===== config.mk =====
export PLATFORM = sky130hd
export DESIGN_NAME = pc_control
export DESIGN_NICKNAME = d
export VERILOG_FILES = /design/src/rtl/pc_control_pkg.sv /design/src/rtl/pc_cond_eval.sv /design/src/rtl/pc_control.sv
export SDC_FILE = /design/constraint.sdc
export NUM_CORES = 1
export LEC_CHECK = 0
export ABC_CLOCK_PERIOD_IN_PS = 3670
export BUFFER_PORTS_ARGS = -buffer_cell sky130_fd_sc_hd__buf_2
export CELL_PAD_IN_SITES_DETAIL_PLACEMENT = 1
export CELL_PAD_IN_SITES_GLOBAL_PLACEMENT = 2
export CORE_ASPECT_RATIO = 0.5
export CORE_MARGIN = 2
export CORE_UTILIZATION = 31
export CTS_BUF_LIST = sky130_fd_sc_hd__clkbuf_2
export CTS_CLUSTER_SIZE = 20
export DETAILED_ROUTE_END_ITERATION = 6
export PLACE_DENSITY_LB_ADDON = 0.1
export SETUP_SLACK_MARGIN = 0.4
export SKIP_LAST_GASP = 1
export SLEW_MARGIN = 20
export SYNTH_ARGS = -nofsm -noshare
export SYNTH_HDL_FRONTEND = slang
export SYNTH_HIERARCHICAL = 1
export SYNTH_SLANG_ARGS = --single-unit

===== constraint.sdc =====
create_clock -name clk -period 3.67 [get_ports clk]
set_clock_uncertainty 0.1 [all_clocks]
set_input_delay 0 -clock clk [delete_from_list [all_inputs] [get_ports clk]]
set_output_delay 0 -clock clk [all_outputs]
set_load 0.03 [all_outputs]

===== src/rtl/pc_control_pkg.sv =====
// Shared constants for the next-PC logic: branch condition codes and ALU flag bit positions.
package pc_control_pkg;

    localparam logic [2:0] CC_NE  = 3'b000;
    localparam logic [2:0] CC_EQ  = 3'b001;
    localparam logic [2:0] CC_GT  = 3'b010;
    localparam logic [2:0] CC_LT  = 3'b011;
    localparam logic [2:0] CC_GE  = 3'b100;
    localparam logic [2:0] CC_LE  = 3'b101;
    localparam logic [2:0] CC_OVF = 3'b110;
    localparam logic [2:0] CC_UNC = 3'b111;

    localparam int unsigned FLAG_N = 2;
    localparam int unsigned FLAG_V = 1;
    localparam int unsigned FLAG_Z = 0;

endpackage


===== src/rtl/pc_cond_eval.sv =====
// Branch condition evaluator: decides whether the condition code holds for the current ALU flags.
module pc_cond_eval
    import pc_control_pkg::*;
(
    input  logic [2:0] cond,
    input  logic [2:0] flag,
    output logic       taken
);

    logic n, v, z;

    assign n = flag[FLAG_N];
    assign v = flag[FLAG_V];
    assign z = flag[FLAG_Z];

    always_comb begin
        taken = 1'b0;
        case (cond)
            CC_NE:   taken = ~z;
            CC_EQ:   taken = z;
            CC_GT:   taken = ~z & ~n;
            CC_LT:   taken = n;
            CC_GE:   taken = z | (~z & ~n);
            CC_LE:   taken = n | z;
            CC_OVF:  taken = v;
            CC_UNC:  taken = 1'b1;
            default: taken = 1'b0;
        endcase
    end

endmodule


===== src/rtl/pc_control.sv =====
// Next-PC selection for the 16-bit core, with a registered copy of the result for debug/trace.
module pc_control
    import pc_control_pkg::*;
#(
    parameter int unsigned PC_W  = 16,
    parameter int unsigned IMM_W = 9
) (
    input  logic             clk,
    input  logic             rst_n,
    input  logic [PC_W-1:0]  pc_in,
    input  logic [IMM_W-1:0] imm,
    input  logic [2:0]       FLAG,
    input  logic [2:0]       C,
    output logic [PC_W-1:0]  pc_out,
    output logic             taken,
    output logic [PC_W-1:0]  pc_q,
    output logic             taken_q
);

    logic [PC_W-1:0] pc_inc;
    logic [PC_W-1:0] offset;
    logic [PC_W-1:0] target;

    // Offset counts 2-byte words: sign-extend, then shift left by one.
    assign offset = {{(PC_W - IMM_W - 1){imm[IMM_W-1]}}, imm, 1'b0};
    assign pc_inc = pc_in + PC_W'(2);
    assign target = pc_inc + offset;

    pc_cond_eval u_cond_eval (
        .cond  (C),
        .flag  (FLAG),
        .taken (taken)
    );

    assign pc_out = taken ? target : pc_inc;

    always_ff @(posedge clk or negedge rst_n) begin
        if (!rst_n) begin
            pc_q    <= '0;
            taken_q <= 1'b0;
        end else begin
            pc_q    <= pc_out;
            taken_q <= taken;
        end
    end

endmodule


==> Word-level counts from Yosys, hierarchy flattened <==
Index checks and enable logic that the tools add are counted.
{ "word_totals": {"ff_bits": 17, "in_bits": 33, "output_inout_bits": 34, "word_cells": 19} }
{ "op_classes": {"addsub": 2, "n_eq_ne": 7, "mux": 2, "bitwise_logic": 5, "n_reduce_logical": 1} }
{ "op_table": {"columns": ["op", "n"], "rows": [
  ["16-bit adder", 1],
  ["16-bit by 2-bit adder with 16-bit output (second input constant)", 1],
  ["16-bit two-way mux", 1],
  ["3-bit equality test (second input constant)", 4],
  ["1-bit one-hot mux with 8 select lines", 1],
  ["3-bit by 2-bit equality test with 1-bit output (second input constant)", 2],
  ["3-bit by 1-bit equality test with 1-bit output (second input constant)", 1],
  ["3-bit zero test", 1],
  ["1-bit inverter", 2],
  ["1-bit bitwise OR", 2],
  ["1-bit bitwise AND", 1]
]} }

==> Logic depth before layout (Yosys ltp) <==
{ "depth": {"depth_word": 5, "depth_mapped": 11, "mapped_depth_nobuf": 11} }

==> Cells and area by module <==
Netlist, hierarchy kept.
{ "by_module_without_submodules": {"columns": ["mod", "n_inst", "cells_per_inst", "area_per_inst_um2", "seq_area_each_um2"], "rows": [
  ["pc_control", 1, 193, 1686.6, 425.4],
  ["pc_cond_eval", 1, 11, 76.3, 0.0]
]} }

==> Least setup slack after synthesis <==
No wires, ideal clock.
{ "synth_path": {"path_kind": "input port to flip-flop", "startpoint": "in pc_in[3]", "endpoint": "reg pc_q[13]", "setup_time_ns": 0.212, "arrival_time_ns": 2.409, "required_ns": 3.358, "path_slack_ns": 0.949, "cell_stages": 10, "path_buffers": 1, "path_cell_list": "and4_1 > nand3_1 > xnor2_1 > ha_1 > clkbuf_1 > a21oi_1 > o21ai_1 > a41o_1 > a21o_2 > a211oi_1"} }
{ "synth_via": {"elab_chain_cells": 3} }
{ "synth_lines": {"columns": ["item", "line_no", "text"], "rows": [
  ["from (decl)", "pc_control.sv:10", "input logic [PC_W-1:0] pc_in,"],
  ["16-bit by 2-bit adder with 16-bit output *", "pc_control.sv:26", "assign pc_inc = pc_in + PC_W'(2);"],
  ["16-bit adder", "pc_control.sv:27", "assign target = pc_inc + offset;"],
  ["16-bit two-way mux *", "pc_control.sv:35", "assign pc_out = taken ? target : pc_inc;"],
  ["via pc_out[13]", "pc_control.sv:14", "output logic [PC_W-1:0] pc_out,"],
  ["to (signal assigned)", "pc_control.sv:42", "pc_q <= pc_out;"],
  ["to (decl)", "pc_control.sv:16", "output logic [PC_W-1:0] pc_q,"]
]} }
Mark *: on every way through the listed nets, which the timed path passes. The rest lies on a longest branch.

==> Worst setup path in the final report <==
{ "layout_path": {"startpoint": "in pc_in[5]", "endpoint": "out pc_out[14]"} }
{ "layout_via": {"elab_chain_cells": 3} }
{ "layout_lines": {"columns": ["item", "line_no"], "rows": [
  ["16-bit by 2-bit adder with 16-bit output *", "pc_control.sv:26"],
  ["16-bit adder", "pc_control.sv:27"],
  ["16-bit two-way mux *", "pc_control.sv:35"],
  ["to (decl)", "pc_control.sv:14"]
]} }
Every way passes the cells marked *; elsewhere a longest branch is shown, timed or not.

==> results_dict.tcl <==
set metrics [dict create \
    status "completed" \
    setup_slack_ns 0.589 \
    drcViolationCount 0 \
    setup.worst_path.class "in -> out" \
    dp_cells 339 \
    grt.total_usage_pct 16.6 \
    first_pass_iters 4 \
    synth_seq_cells 17 \
    utilization_pct 41.9 \
    synth.avg_cell_area_um2 8.64 \
    core_area_mm2 0.00549 \
    h-tree-depth 1 \
    leakagePower_nw 1.09 \
    die_x_um 111 \
    instances_no_fill 351 \
    min_period_ns 3.08 \
    whs_ns 0.0127 \
    maxSlewHeadroom_pct 72.9 \
    finalCritPeriodShare_pct 84.0 \
    finalWirelength_mm 5.14 \
    dpl_worst_slack_ns 0.917 \
    hpwlAfterDp_mm 4.22 \
    grt_first_pass_wirelength_mm 8.62 \
    hold_class "in -> reg" \
    hold_viol 0 \
    synth_area_mm2 0.00176 \
    grt_start_max_net_pins 30 \
    setup_viol 0 \
    power_mw 0.841 \
    dr_wl_met2_mm 2.56 \
    antenna_cells 0 \
    cts_root_buf "clkbuf_2" \
    vias 1810 \
    crit_path_start_kind "primary input" \
    cts.sinks 17 \
    area_delta_synth_final_pct 30.6 \
    multi_input_area_mm2 0.00132 \
    via_per_inst 5.16 \
    antenna_found_initial 0 \
    grt_overflow 0 \
    ys.flop_type "dfrtp_1" \
    die_height_um 57.3 \
    maxCapViolations 0 \
    clk_pin_slew_worst_paths_ns 0.17 \
    grt_setup_unrepaired "no" \
    power_density_mw_per_mm2 366 \
    nets 332 \
    syn_nets 257 \
    maxClockFrequency_mhz 325 \
    seq_area_um2 425 \
    top_layer "met4" \
    rows 19 \
    yosys_warnings 6 \
    antenna_left 0 \
    cts_made_buffers 3 \
    synth_cell_type_count 51 \
    tightest_slew_ns 0.407 \
    final_area_mm2 0.00230 \
    ys_seq_area_share_pct 24.1 \
    dr.first_iter.drc_count 40 \
    synth.area.top_cells "dfrtp_1, ha_1, a21oi_1, xnor2_1, xor2_1" \
    report.final.slew_viol_count 0 \
    drt-met1-wl_mm 2.33 \
    start_util_pct 32.1 \
    yosysTopAreaCell "dfrtp_1" \
    arrival_ns 2.98 \
    grt_pass1_vias 1873 \
    synthArstFlopShare_pct 100 \
    synth_edf_count 0 \
    critPathMaxFanout 4 \
    n_fill_cell 687 \
    dr_wl_met3_um 238 \
    synth_top_area_share_pct 24.1 \
    crit_required_ns 3.57 \
    timing.setup.tns_ns 0 \
    crit_path_end_kind "output port" \
    gp_congestion 0.773 \
    peakVddDrop_mv 0.282 \
    die-area_mm2 0.00634 \
    io_buffers 66 \
    synthTopCellsByCount "a21oi_1, ha_1, nand2_1, dfrtp_1, nor2_1" \
    yosysMostFrequentCell "a21oi_1" \
    io_pins 67 \
    place_area_mm2 0.00217 \
    postSynthCellCount 204 \
    cts.path.max_buffers 2 \
    cts_tree "done" \
    drive_gt1_share_pct 32.7 \
    wl_per_cell_um 14.6 \
]
==> layer usage <==
layer,up-vias,global-route usage (%)
li1,894,-
met1,872,21.3
met2,42,30.3
met3,2,3.93
met4,0,1.61
met5,-,0
==> layout by cell type (no fill, tap or decap), types with 4 or more instances in the layout <==
master,synthesis,final
ha_1,19,18
buf_2,0,65
o21a_1,4,4
a21oi_1,23,22
o21ai_0,8,7
nand3_1,6,5
nor3_1,4,4
nand4_1,4,4
dlygate4sd3_1,0,6
clkbuf_2,0,4
xor2_1,9,9
xnor2_1,13,12
nand2_1,19,19
inv_1,7,7
dfrtp_1,17,17
mux2i_1,5,5
nor2_1,15,15
==> what timing repair did <==
| item | CTS | global route |
|---|---|---|
| endpoints found under the hold margin | 22 | 0 |
| buffers inserted | 0 | 2 |
| resized for setup | 0 | 9 |
| endpoints found under the setup margin | 0 | 4 |
| hold buffers | 6 | 0 |
==> power by group <==
part / internal (mW) / total (mW) / switching, mW
registers: 0.223 / 0.232 / 0.00901
logic: 0.174 / 0.518 / 0.343
clock network: 0.0289 / 0.0914 / 0.0625
==> cells by family (layout without fill, tap and decap cells) <==
family / after synthesis / in the layout / share of synthesized area, %
simple gates: 68 / 68 / 21.4
compound gates: 57 / 57 / 21.4
xor+xnor: 22 / 22 / 10.9
fa+ha+maj: 20 / 20 / 14.6
flops: 17 / 17 / 24.1
buf+inv: 12 / 86 / 2.77
mux: 8 / 8 / 4.76
==> final timing paths <==
check                          from    endpoint  slack (ns)  depth (start not counted)
max in group asynchronous     rst_n     pc_q[7]        3.17                          2
hold / removal             pc_in[7]     pc_q[7]        0.01                          4
min in group asynchronous     rst_n    pc_q[10]        0.02                          2
setup / recovery           pc_in[5]  pc_out[14]        0.59                         13
==> final cells by class <==
type | count | share of cell area [%]
Sequential cell | 17 | 18.5
Clock buffer | 4 | 0.870
Multi-Input combinational cell | 175 | 57.5
Timing Repair Buffer | 75 | 18.0
Inverter | 7 | 1.14
Tap cell | 73 | 3.97
==> state kept, by name, indices dropped and copies added (netlist names) <==
signal / flops
pc_q: 16
taken_q: 1
==> critical path, cell delays in order <==
cell,delay (ns)
dlygate4sd3_1,0.53
buf_2,0.14
nand4_2,0.19
nor3_1,0.26
xor2_1,0.30
ha_1,0.33
o21a_1,0.13
o21a_1,0.17
o21ai_1,0.18
a21boi_0,0.11
mux2_1,0.30
o311a_1,0.13
buf_2,0.19
(Power assumes the default switching activity.)
